**config.mk**
```make
export PLATFORM = sky130hd
export DESIGN_NAME = prbs7_check_ctrl
export DESIGN_NICKNAME = d
export VERILOG_FILES = /design/src/rtl/prbs7_check_ctrl.sv
export SDC_FILE = /design/constraint.sdc
export NUM_CORES = 1
export LEC_CHECK = 0
export CAP_MARGIN = 10
export CORE_UTILIZATION = 56
export CTS_BUF_LIST = sky130_fd_sc_hd__clkbuf_2 sky130_fd_sc_hd__clkbuf_4 sky130_fd_sc_hd__clkbuf_8
export CTS_CLUSTER_SIZE = 25
export DETAILED_ROUTE_END_ITERATION = 10
export PLACE_DENSITY = 0.86
export SLEW_MARGIN = 20
export SYNTH_ARGS = -nofsm -noshare
export SYNTH_HDL_FRONTEND = slang
export SYNTH_SLANG_ARGS = --single-unit
```
**constraint.sdc**
```tcl
create_clock -name clock -period 7.2 [get_ports clock]
set_input_delay 1.8 -clock clock [delete_from_list [all_inputs] [get_ports clock]]
set_output_delay 1.8 -clock clock [all_outputs]
set_load 0.005 [all_outputs]
```
**src/rtl/prbs7_check_ctrl.sv**
```systemverilog
// Run controller for the 32-bit PRBS7 checker: acquires lock, counts errored
// bits/words over an optional window and tracks loss-of-lock events.
module prbs7_check_ctrl #(
    parameter int DATA_W     = 32,
    parameter int LOCK_CNT   = 64,
    parameter int UNLOCK_CNT = 4,
    parameter int ERR_W      = 32,
    parameter int WORD_W     = 48
) (
    input  logic              clock,
    input  logic              reset_n,
    input  logic              start,
    input  logic              stop,
    input  logic              clear,
    input  logic [WORD_W-1:0] window_len,
    input  logic [DATA_W-1:0] bit_error,
    output logic [1:0]        state,
    output logic              locked,
    output logic              done,
    output logic [WORD_W-1:0] word_count,
    output logic [ERR_W-1:0]  err_count,
    output logic [ERR_W-1:0]  err_word_count,
    output logic [15:0]       unlock_count
);

    typedef enum logic [1:0] {
        ST_IDLE   = 2'd0,
        ST_SYNC   = 2'd1,
        ST_LOCKED = 2'd2,
        ST_DONE   = 2'd3
    } state_t;

    localparam int POP_W   = $clog2(DATA_W + 1);
    localparam int RUN_W   = $clog2(LOCK_CNT + 1);
    localparam int BAD_W   = $clog2(UNLOCK_CNT + 1);
    localparam int ERR_W1  = ERR_W + 1;
    localparam int WORD_W1 = WORD_W + 1;

    state_t            st_q, st_nx;
    logic [DATA_W-1:0] be_q;
    logic              sync_q, lock_q;
    logic [RUN_W-1:0]  run_cnt, run_nx;
    logic [BAD_W-1:0]  bad_cnt, bad_nx;
    logic [WORD_W-1:0] win_q, win_nx, word_nx, word_inc;
    logic [ERR_W-1:0]  err_nx, errw_nx, err_inc, errw_inc;
    logic [15:0]       unl_nx, unl_inc;
    logic [POP_W-1:0]  pop;
    logic              any_err, accum, sync_eval, lock_eval;
    logic [WORD_W:0]   word_sum;
    logic [ERR_W:0]    err_sum, errw_sum;
    logic [16:0]       unl_sum;

    assign state   = st_q;
    assign any_err = |be_q;

    always_comb begin
        pop = '0;
        for (int i = 0; i < DATA_W; i++)
            pop = pop + POP_W'(be_q[i]);
    end

    // Every counter sticks at all-ones instead of wrapping.
    assign word_sum = {1'b0, word_count} + WORD_W1'(1);
    assign err_sum  = {1'b0, err_count} + ERR_W1'(pop);
    assign errw_sum = {1'b0, err_word_count} + ERR_W1'(1);
    assign unl_sum  = {1'b0, unlock_count} + 17'd1;
    assign word_inc = word_sum[WORD_W] ? '1 : word_sum[WORD_W-1:0];
    assign err_inc  = err_sum[ERR_W] ? '1 : err_sum[ERR_W-1:0];
    assign errw_inc = errw_sum[ERR_W] ? '1 : errw_sum[ERR_W-1:0];
    assign unl_inc  = unl_sum[16] ? '1 : unl_sum[15:0];

    // The qualifiers travel with be_q, so a word is judged by the state it arrived in;
    // the word still in flight when an unlock happens is counted in SYNC.
    assign accum     = lock_q && (st_q == ST_LOCKED || st_q == ST_SYNC);
    assign lock_eval = lock_q && (st_q == ST_LOCKED);
    assign sync_eval = sync_q && (st_q == ST_SYNC);

    always_comb begin
        st_nx   = st_q;
        run_nx  = run_cnt;
        bad_nx  = bad_cnt;
        win_nx  = win_q;
        word_nx = word_count;
        err_nx  = err_count;
        errw_nx = err_word_count;
        unl_nx  = unlock_count;

        if (accum) begin
            word_nx = word_inc;
            err_nx  = err_inc;
            if (any_err)
                errw_nx = errw_inc;
        end

        if (sync_eval) begin
            if (any_err) begin
                run_nx = '0;
            end else if (run_cnt == RUN_W'(LOCK_CNT - 1)) begin
                run_nx = '0;
                bad_nx = '0;
                st_nx  = ST_LOCKED;
            end else begin
                run_nx = run_cnt + RUN_W'(1);
            end
        end

        if (lock_eval) begin
            if (!any_err) begin
                bad_nx = '0;
            end else if (bad_cnt == BAD_W'(UNLOCK_CNT - 1)) begin
                bad_nx = '0;
                run_nx = '0;
                unl_nx = unl_inc;
                st_nx  = ST_SYNC;
            end else begin
                bad_nx = bad_cnt + BAD_W'(1);
            end
            // Window end overrides a simultaneous unlock.
            if (win_q != '0 && word_inc >= win_q)
                st_nx = ST_DONE;
        end

        if (stop) begin
            st_nx   = ST_IDLE;
            run_nx  = '0;
            bad_nx  = '0;
            word_nx = word_count;
            err_nx  = err_count;
            errw_nx = err_word_count;
            unl_nx  = unlock_count;
        end else if (start) begin
            st_nx   = ST_SYNC;
            run_nx  = '0;
            bad_nx  = '0;
            win_nx  = window_len;
            word_nx = '0;
            err_nx  = '0;
            errw_nx = '0;
            unl_nx  = '0;
        end else if (clear) begin
            word_nx = '0;
            err_nx  = '0;
            errw_nx = '0;
            unl_nx  = '0;
        end
    end

    // A start or stop kills the in-flight qualifiers so a new run begins clean.
    always_ff @(posedge clock or negedge reset_n) begin
        if (!reset_n) begin
            st_q           <= ST_IDLE;
            locked         <= 1'b0;
            done           <= 1'b0;
            be_q           <= '0;
            sync_q         <= 1'b0;
            lock_q         <= 1'b0;
            run_cnt        <= '0;
            bad_cnt        <= '0;
            win_q          <= '0;
            word_count     <= '0;
            err_count      <= '0;
            err_word_count <= '0;
            unlock_count   <= '0;
        end else begin
            st_q           <= st_nx;
            locked         <= (st_nx == ST_LOCKED);
            done           <= (st_nx == ST_DONE);
            be_q           <= bit_error;
            sync_q         <= (st_q == ST_SYNC) && !start && !stop;
            lock_q         <= (st_q == ST_LOCKED) && !start && !stop;
            run_cnt        <= run_nx;
            bad_cnt        <= bad_nx;
            win_q          <= win_nx;
            word_count     <= word_nx;
            err_count      <= err_nx;
            err_word_count <= errw_nx;
            unlock_count   <= unl_nx;
        end
    end

endmodule

```
# ---- After elaboration in Yosys (flattened, before gate mapping)
# Cells that the tools add are included.
dict set report word_totals {
  out_inout_bits 132
  input_bits 85
  register_bits 224
}
dict set report op_classes {
  n_bitwise 1
  reduce_logical 24
  n_mux 44
  eq_ne 7
  n_lt_le_gt_ge 1
  add_sub_neg 37
}
# cell count
set op_table {}
lappend op_table {{$mux W32} 9}
lappend op_table {{$mux W48} 4}
lappend op_table {{$add A6 B1 Y6} 26}
lappend op_table {{$mux W16} 6}
lappend op_table {{$mux W7} 8}
lappend op_table {{$add A48 B1 Y49 const B} 1}
lappend op_table {{$ge A48 B48 Y1} 1}
lappend op_table {{$reduce_bool A48 Y1} 1}
lappend op_table {{$add A32 B1 Y33 const B} 1}
lappend op_table {{$add A32 B6 Y33} 1}
lappend op_table {{$reduce_or A32 Y1} 1}
lappend op_table {{$mux W3} 8}
lappend op_table {{$mux W2} 9}
lappend op_table {{$add A16 B1 Y17 const B} 1}
lappend op_table {{$reduce_bool A3 Y1} 4}
lappend op_table {{$logic_and A1 B1 Y1} 8}
lappend op_table {{$reduce_bool A4 Y1} 2}
lappend op_table {{$add A7 B1 Y7 const B} 1}
lappend op_table {{$eq A7 B6 Y1 const B} 1}
lappend op_table {{$add A5 B1 Y6} 1}
lappend op_table {{$eq A2 B2 Y1 const B} 3}
lappend op_table {{$reduce_and A3 Y1} 2}
lappend op_table {{$add A4 B1 Y5} 1}
lappend op_table {{$add A3 B1 Y4} 1}
lappend op_table {{11 further kinds} 13}

# ---- Logic depth before layout (Yosys ltp)
# Gate-level depths: netlist (run 1).
dict set report depth {
  depth_word 36
  depth_mapped 18
  mapped_depth_nobuf 17
}

# ---- Worst setup path before layout (run 1)
# No wires, ideal clock.
dict set report synth_path {
  path_type {register to register}
  start {reg err_count[0]}
  end {reg err_count[24]}
  setup_time_ps 120
  path_buffers 1
  required_ps 7080
  synth_period_minus_slack_ps 5555
  arrival_time_ps 5435
  path_stages_with_launch 18
  setup_slack_ps 1645
  cell_sequence {dfrtp_1 > fa_1 > inv_1 > fa_1 > fa_1 > fa_1 > fa_1 > fa_1 > fa_1 > inv_1 > fa_1 > a211oi_1 > o21bai_1 > or3b_1 > clkbuf_1 > nor3_1 > nand3_1 > o211a_1}
}
dict set report synth_between {
  elab_chain_cells 5
}
# element line_no
set synth_rtl {}
lappend synth_rtl {{start: declaration} 21} ;# output logic [ERR_W-1:0] err_count,
lappend synth_rtl {{start signal: assignment} 175} ;# err_count <= err_nx;
lappend synth_rtl {{$add A32 B6 Y33} 64} ;# assign err_sum = {1'b0, err_count} + ERR_W1'(pop);
lappend synth_rtl {{$mux W32} 68} ;# assign err_inc = err_sum[ERR_W] ? '1 : err_sum[ERR_W-1:0];
lappend synth_rtl {{$mux W32} 88} ;# if (accum) begin
lappend synth_rtl {{$mux W32} 140} ;# end else if (clear) begin
lappend synth_rtl {{$mux W32} 131} ;# end else if (start) begin
# Every way passes these cells. The select of a mux whose other input is x is not followed.
# A chain may end at the register's enable or synchronous reset.

# ---- Worst setup path after layout (run 1)
dict set report layout_path {
  start {reg err_count[0]}
  end {reg err_count[12]}
}
# The elaborated chain is that of the path after synthesis.

==> results of run 1 <==
[cells in the mapped netlist, types with 17 or more instances]
cell | instances | share of area [%]
nand3_1 | 60 | 2.2
dfrtp_1 | 224 | 41
a21o_1 | 17 | 0.93
nand4_1 | 41 | 1.9
nor3_1 | 39 | 1.4
nand2_1 | 188 | 5.1
xnor2_1 | 33 | 2.1
nor4_1 | 31 | 1.4
inv_1 | 112 | 3.1
and3_1 | 31 | 1.4
clkbuf_1 | 62 | 1.7
fa_1 | 26 | 3.8
o21a_1 | 23 | 1.3
a31oi_1 | 30 | 1.4
a21oi_1 | 116 | 4.2
nor2_1 | 81 | 2.2
ha_1 | 70 | 6.4
o21ai_0 | 148 | 5.4
[flip-flops by register name (all words and copies together), names as in the netlist]
register and count:
word_count 48, lock_q 1, err_count 32, locked 1
run_cnt 7, err_word_count 32, unlock_count 16, bad_cnt 3
state 2, be_q 32, sync_q 1, done 1
win_q 48
[worst max path at each step]
| stage | start | end | slack, ps | cells past startpoint |
|---|---|---|---|---|
| 5_1_grt | err_count[0] | err_count[2] | 770 | 16 |
| 3_3_place_gp | err_count[0] | err_count[12] | 1160 | 16 |
| 6_report | err_count[0] | err_count[12] | 980 | 16 |
| 3_5_place_dp | err_count[0] | err_count[12] | 1010 | 16 |
| 4_1_cts | err_count[0] | err_count[12] | 990 | 16 |
| 2_1_floorplan | err_count[0] | err_count[24] | 1640 | 17 |
[where the power goes]
group | switching, mW | leakage [nW] | internal, mW | total [mW]
Sequential | 0.0463 | 2.97 | 1.32 | 1.36
Clock | 0.539 | 0.490 | 0.850 | 1.39
Combinational | 0.749 | 4.14 | 0.559 | 1.31
[per-stage QoR]
step | cell area [sq um] | power [mW] | hold WS [ps] | std cells
floorplan | 13700 | 2.30 | 470 | 1559
CTS | 17000 | 4.06 | 512 | 2094
finish | 17000 | 4.06 | 511 | 2094
global placement | 16100 | 2.58 | 491 | 2025
global route | 17000 | 4.27 | 540 | 2094
detailed placement | 16100 | 2.65 | 502 | 2025
[kinds of logic (layout without fill, tap and decap cells)]
| family | Yosys count | count (layout) | share of synthesized area [%] |
|---|---|---|---|
| buffers and inverters | 192 | 408 | 5.34 |
| xor gates and xnor gates | 47 | 47 | 3.00 |
| and+or+nand+nor | 548 | 548 | 20.0 |
| AOI/OAI and AO/OA | 445 | 445 | 20.1 |
| adders and majority gates | 96 | 96 | 10.2 |
| muxes | 7 | 7 | 0.547 |
| DFF | 224 | 224 | 40.8 |
[per-layer routing]
metal  global-route usage, %  routed length (um)
met1                    43.6               16300
met2                    48.9               17700
met3                    6.15                3690
met4                    11.5                1220
met5                       0                   0
[layout make-up]
cell class,count,area share (%)
Tap cell,319,2.34
Multi-Input combinational cell,1143,43.6
Clock inverter,5,0.757
Timing Repair Buffer,227,13.2
Clock buffer,64,4.73
Inverter,112,2.47
Sequential cell,224,32.9
[critical path, cell delays in order, from the launching register on]
cell and delay [ps]:
dfrtp_1 420, fa_1 540, inv_1 60, fa_1 540, fa_1 440, fa_1 490
fa_1 540, fa_1 430, fa_1 390, inv_1 80, fa_1 240, a211oi_1 120
o21bai_1 170, or3b_1 600, or2_1 510, and2_1 250, a311oi_1 280
==> impl_metrics.yaml, run 1 <==
grt:
  grt_overflow_total: 0
  grt.total_usage_pct: 31.4
  grt_pass1_vias: 12400
  initial_antenna_violation_count: 0
  grt_first_pass_wirelength_um: 62400
  grt_max_degree: 85
synthesis:
  syn_nets: 1740
  yosys_warning_total: 0
  postSynthCellCount: 1559
  number_of_enable_flip_flop_cells_after_synthesis: 0
  synth-seq-cells: 224
  area_of_the_mapped_netlist_sq_um: 13700
  syn_area_per_cell_sq_um: 8.81
  synth.distinct_cells: 73
  seq_area_frac_synth_pct: 40.8
  postSynth.asyncResetShare_pct: 100
  synth-main-ff-cell: "dfrtp_1"
run:
  max_cap_violations: 0
finish:
  nets: 1929
  mostFrequentLayoutCell: "dfrtp_1"
  layout.cells.most_common_list: "dfrtp_1, clkdlybuf4s50_1, nand2_1"
  combined_flip_flop_and_latch_cell_area_sq_um: 5610
  fillCellCount: 1805
  insertedDiodeCount: 0
  layout-drive-gt1-share_pct: 6.25
  area_growth_syn_to_layout_pct: 24.0
  multiInputGateArea_sq_um: 7420
  final_util_pct: 71.7
power:
  power_density_nw_per_um2: 238
  power.leakage_nw: 7.60
  worst_ir_drop_vdd_uv: 339
placed_design:
  placement.setup.worst_slack_ps: 1010
  final_hpwl_from_detailed_placement_um: 27700
  gp_congestion: 0.962
  count_of_port_buffers_added_during_placement: 216
timing:
  slew_headroom_pct: 22.1
  post-route-worst-setup-slack_ps: 982
  fin_crit_sh_pct: 86.4
  report.final.hold_viol_count: 0
  period_minus_slack_ps: 6220
  achievable-frequency_mhz: 161
  finalSetupViolations: 0
  worst_clock_skew_ps: 16.2
  grt_setup_unrepaired: "no"
  setup-tns-final_ps: 0
  drv_slew: 0
  worst_pin_slew_ps: 1170
min_path:
  hold_path.startpoint: "run_cnt[6]"
  class_of_the_worst_hold_path: "register to register"
  hold_path_depth: 2
  worst_hold_path.endpoint: "run_cnt[6]"
floorplan:
  initial_utilization_pct: 57.8
  fp-row-count: 56
  die_w_um: 159
  io_pins: 217
  die-area_sq_um: 25200
  die_h_um: 159
  core_outline_area_sq_um: 23800
clocking:
  cts_setup_buffers: 0
  cts-buffers-inserted: 40
  htree_num_levels: 2
  clkSinkCount: 224
  cts.clk_slew.worst_paths_ps: 60
  cts_root_buf: "clkbuf_8"
  cts_hold_buffers: 0
  cts-root-to-sink-buffers: 3
  tritoncts: "built"
  clkLatencyLatePin_ps: 540
  post_cts_resized: 0
worst_setup_path:
  worstReg2RegStart: "err_count[0]"
  critical_path_class: "register to register"
  timing.critical_path.to_type: "register"
  reg2regPathDepth: 16
  critical_path_peak_fanout: 14
  worstReg2RegEnd: "err_count[12]"
  worst-endpoint-required_ps: 7630
  worstPathArrival_ps: 6640
  ff2ff_setup_slack_ps: 980
  worstSetupStartpointType: "register"
route:
  drc: 0
  drt_first_pass_iters: 6
  detail_route.wl_per_cell_um: 18.5
  viasPerCell: 6.20
  number_of_drc_violations_after_detailed_routing_iteration_0: 1375
  vias_after_detailed_routing: 13000
  antenna_left: 0
  postRouteWirelength_um: 38800
status:
  run_status: "finished clean"
Power figures use the tool's default switching activity.
==> inputs of run 2 (changes only) <==
- CORE_MARGIN: default -> 4
- CTS_CLUSTER_SIZE: 25 -> 28
==> run 2 against run 1 <==
- clock skew rose by 25 ps
- sequential share of layout area grew 0.15 points
- total power decreased by 3.7%
- critical path depth did not move
- sequential power barely moved
- hold slack improved by 7.8 ps
- wire length rose by 1.5%
- largest power group is now sequential cells
- flip-flop and latch count unchanged
==> impl_metrics.yaml, run 2 (synthesized netlist as in run 1, its figures left out) <==
worst_setup_path:
  worstReg2RegEnd: "err_count[12]"
  timing.critical_path.to_type: "register"
  critical_path_class: "register to register"
  ff2ff_setup_slack_ps: 1020
  critical_path_peak_fanout: 14
  worstReg2RegStart: "err_count[0]"
  reg2regPathDepth: 16
  worst-endpoint-required_ps: 7630
  worstSetupStartpointType: "register"
  worstPathArrival_ps: 6600
clocking:
  cts-buffers-inserted: 40
  htree_num_levels: 2
  clkSinkCount: 224
  cts_hold_buffers: 0
  cts_root_buf: "clkbuf_8"
  tritoncts: "built"
  cts.clk_slew.worst_paths_ps: 70
  post_cts_resized: 0
  clkLatencyLatePin_ps: 560
  cts-root-to-sink-buffers: 3
  cts_setup_buffers: 0
finish:
  area_growth_syn_to_layout_pct: 23.5
  mostFrequentLayoutCell: "dfrtp_1"
  layout_top_registers: "win_q x48, word_count x48"
  layout.cells.most_common_list: "dfrtp_1, clkdlybuf4s50_1, nand2_1"
  nets: 1929
  layout-drive-gt1-share_pct: 6.20
  layout.cell_area.non_filler_sq_um: 17000
floorplan:
  fp-row-count: 57
  die_h_um: 165
  die_w_um: 165
  initial_utilization_pct: 56.6
  die-area_sq_um: 27100
  core_outline_area_sq_um: 24200
  io_pins: 217
grt:
  grt_pass1_vias: 12500
  grt_overflow_total: 0
  initial_antenna_violation_count: 1
  grt_max_degree: 78
  grt_first_pass_wirelength_um: 63500
  grt.total_usage_pct: 28.8
route:
  drt_first_pass_iters: 6
  antenna_left: 0
  vias_after_detailed_routing: 12900
  postRouteWirelength_um: 39400
  viasPerCell: 6.16
  number_of_drc_violations_after_detailed_routing_iteration_0: 1479
  detail_route.wl_per_cell_um: 18.8
  drc: 0
placed_design:
  dpl-instance-area_sq_um: 16100
  gp_congestion: 0.929
  count_of_port_buffers_added_during_placement: 216
  final_hpwl_from_detailed_placement_um: 28300
  placement.setup.worst_slack_ps: 1050
timing:
  fin_crit_sh_pct: 85.8
  report.final.hold_viol_count: 0
  period_minus_slack_ps: 6180
  worst_clock_skew_ps: 40.9
  grt_setup_unrepaired: "no"
  finalSetupViolations: 0
  drv_slew: 0
  post-route-worst-setup-slack_ps: 1020
  setup-tns-final_ps: 0
  achievable-frequency_mhz: 162
  worst_pin_slew_ps: 1030
  slew_headroom_pct: 30.4
min_path:
  class_of_the_worst_hold_path: "register to register"
  worst_hold_path.endpoint: "run_cnt[6]"
  hold_path_depth: 2
  hold_path.startpoint: "run_cnt[6]"
status:
  run_status: "finished clean"
power:
  power.leakage_nw: 7.55
  power_density_nw_per_um2: 231
  worst_ir_drop_vdd_uv: 372
  p_total_mw: 3.91
run:
  max_cap_violations: 0
==> run 2: cell count changes in the layout (fill, tap and decap cells not counted), moves of 2 or more <==
cell and change:
bufinv_16 -3, clkinvlp_4 +2, clkinv_2 +6, clkbuf_4 -4
==> run 2: how the worst max path moves through the flow <==
stage	from	endpoint	slack (ps)	depth (start not counted)
2_1_floorplan	err_count[0]	err_count[24]	1640	17
3_3_place_gp	err_count[0]	err_count[12]	1180	16
3_5_place_dp	err_count[0]	err_count[3]	1050	16
4_1_cts	err_count[0]	err_count[12]	1030	16
5_1_grt	err_count[0]	err_count[3]	780	16
6_report	err_count[0]	err_count[12]	1020	16
==> run 2: cell type report <==
class	count	area, sq um
Fill cell	1863	7290
Inverter	112	420
Tap cell	324	405
Clock buffer	59	762
Sequential cell	224	5610
Clock inverter	9	75.1
Antenna cell	1	2.50
Timing Repair Buffer	227	2250
Multi-Input combinational cell	1143	7440
==> run 2: where the power goes <==
group	internal [mW]	total (mW)	switching, mW
Combinational	0.553	1.30	0.745
Clock	0.712	1.25	0.540
Sequential	1.32	1.36	0.0454
==> run 2: metal layers <==
metal  up-vias  GRT usage, %  wire [um]
li1       5984             -          -
met1      6253          40.1      16500
met2       610          45.5      18400
met3        77          6.59       3580
met4         0          8.36        922
met5         -             0          0
==> run 2: metrics by stage <==
step,instances,utilization (%),hold slack (ps)
global placement,2030,66.4,486
CTS,2098,69.9,511
global route,2099,69.9,539
floorplan,1559,-,470
detailed placement,2030,66.4,496
finish,2099,69.9,519
==> run 2: critical path, cell delays in order (launching register included) <==
cell      delay (ps)
dfrtp_1          420
fa_1             550
inv_1             50
fa_1             470
fa_1             560
fa_1             440
fa_1             530
fa_1             420
fa_1             410
inv_1             90
fa_1             220
a211oi_1         110
o21bai_1         180
or3b_1           600
or2_1            500
and2_1           230
a311oi_1         250
==> inputs of run 3 (changes only) <==
- CTS_CLUSTER_DIAMETER: default -> 40
- CTS_CLUSTER_SIZE: 28 -> default
- SLEW_MARGIN: 20 -> 0
==> run 3 against run 2 <==
- combinational power is essentially flat
- setup slack better by 4.0 ps
- wire length rose by 0.11%
- first-iteration DRC count is 6.2% lower
- critical path depth unchanged
- via count grew 0.53%
- flip-flop and latch count is the same
- die area unchanged
- final cell count is 0.38% higher
- critical endpoint is now err_count[2]
- largest power group unchanged
- highest routed layer unchanged
==> impl_metrics.yaml, run 3 (synthesized netlist as in run 1, its figures left out) <==
power:
  power.leakage_nw: 7.59
  worst_ir_drop_vdd_uv: 391
  power_density_nw_per_um2: 234
  p_total_mw: 4.00
timing:
  grt_setup_unrepaired: "no"
  slew_headroom_pct: 20.7
  report.final.hold_viol_count: 0
  achievable-frequency_mhz: 162
  fin_crit_sh_pct: 85.7
  period_minus_slack_ps: 6170
  finalSetupViolations: 0
  drv_slew: 0
  setup-tns-final_ps: 0
  worst_clock_skew_ps: 37.0
  worst_pin_slew_ps: 1190
  post-route-worst-setup-slack_ps: 1030
route:
  detail_route.wl_per_cell_um: 18.7
  postRouteWirelength_um: 39500
  viasPerCell: 6.17
  drc: 0
  vias_after_detailed_routing: 13000
  number_of_drc_violations_after_detailed_routing_iteration_0: 1387
  antenna_left: 0
  drt_first_pass_iters: 5
clocking:
  htree_num_levels: 2
  tritoncts: "built"
  cts.clk_slew.worst_paths_ps: 70
  cts-buffers-inserted: 43
  post_cts_resized: 0
  cts_root_buf: "clkbuf_8"
  clkLatencyLatePin_ps: 560
  cts_hold_buffers: 0
  clkSinkCount: 224
  cts_setup_buffers: 0
  cts-root-to-sink-buffers: 3
worst_setup_path:
  timing.critical_path.to_type: "register"
  worstSetupStartpointType: "register"
  critical_path_class: "register to register"
  worstPathArrival_ps: 6640
  critical_path_peak_fanout: 14
  worst-endpoint-required_ps: 7670
finish:
  nets: 1933
  area_growth_syn_to_layout_pct: 24.1
  layout_top_registers: "win_q x48, word_count x48"
  combined_flip_flop_and_latch_cell_area_sq_um: 5610
  layout.cells.most_common_list: "dfrtp_1, clkdlybuf4s50_1, nand2_1"
  layout.cell_area.non_filler_sq_um: 17000
  layout-drive-gt1-share_pct: 6.62
  final_cell_count_no_fill: 2107
  mostFrequentLayoutCell: "dfrtp_1"
  multiInputGateArea_sq_um: 7420
  fillCellCount: 1830
floorplan:
  io_pins: 217
  core_outline_area_sq_um: 24200
  die-area_sq_um: 27100
  fp-row-count: 57
  die_w_um: 165
  die_h_um: 165
  initial_utilization_pct: 56.6
grt:
  grt_overflow_total: 0
  initial_antenna_violation_count: 1
  grt.total_usage_pct: 28.7
  grt_first_pass_wirelength_um: 63100
  grt_max_degree: 78
  grt_pass1_vias: 12500
placed_design:
  final_hpwl_from_detailed_placement_um: 28200
  placement.setup.worst_slack_ps: 1080
  gp_congestion: 0.929
  dpl-instance-area_sq_um: 16100
  count_of_port_buffers_added_during_placement: 216
  place_inst: 2030
status:
  run_status: "finished clean"
run:
  max_cap_violations: 0
min_path:
  class_of_the_worst_hold_path: "register to register"
## run 3: stage by stage
step                      util (%)  hold WS [ps]
final                         70.3           515
after global placement        66.4           486
after CTS                     70.2           506
after detailed placement      66.4           492
after floorplan                  -           470
after global routing          70.3           546
## run 3: per-layer routing
layer,routed length [um],up-vias,global-route usage [%]
li1,-,5989,-
met1,16600,6244,39.8
met2,18200,673,45.0
met3,3520,86,6.21
met4,1200,0,9.75
met5,0,-,0
## run 3: area by class of cell
class                   instances  area share (%)
diodes                          1          0.0147
clock buffers                  70            5.18
clock inverters                 5           0.213
inverters                     112            2.47
multi-input cells            1143            43.6
flip-flops and latches        224            32.9
well taps                     324            2.38
repair buffers                228            13.3
## run 3: path summary, 6_finish.rpt
check	depth (start not counted)	start	slack, ps	end
hold / removal	2	run_cnt[6]	520	run_cnt[6]
setup reg to reg	16	err_count[0]	1030	err_count[2]
max in group asynchronous	2	reset_n	4560	err_count[7]
setup / recovery	16	err_count[0]	1030	err_count[2]
min in group asynchronous	1	reset_n	1220	win_q[13]
hold reg to reg	2	run_cnt[6]	520	run_cnt[6]
## run 3: power by group
group / switching (mW) / leakage (nW) / internal (mW)
registers: 0.0452 / 2.97 / 1.32
clock network: 0.551 / 0.479 / 0.773
logic: 0.753 / 4.15 / 0.555
## run 3: critical path, stage by stage (launching register included)
cell and delay (ps):
dfrtp_1 410, fa_1 550, inv_1 60, fa_1 470, fa_1 560, fa_1 440
fa_1 530, fa_1 420, fa_1 410, inv_1 90, fa_1 230, a211oi_1 110
o21bai_1 170, or3b_1 590, nor2_1 650, o21ai_0 200, o21ai_0 170
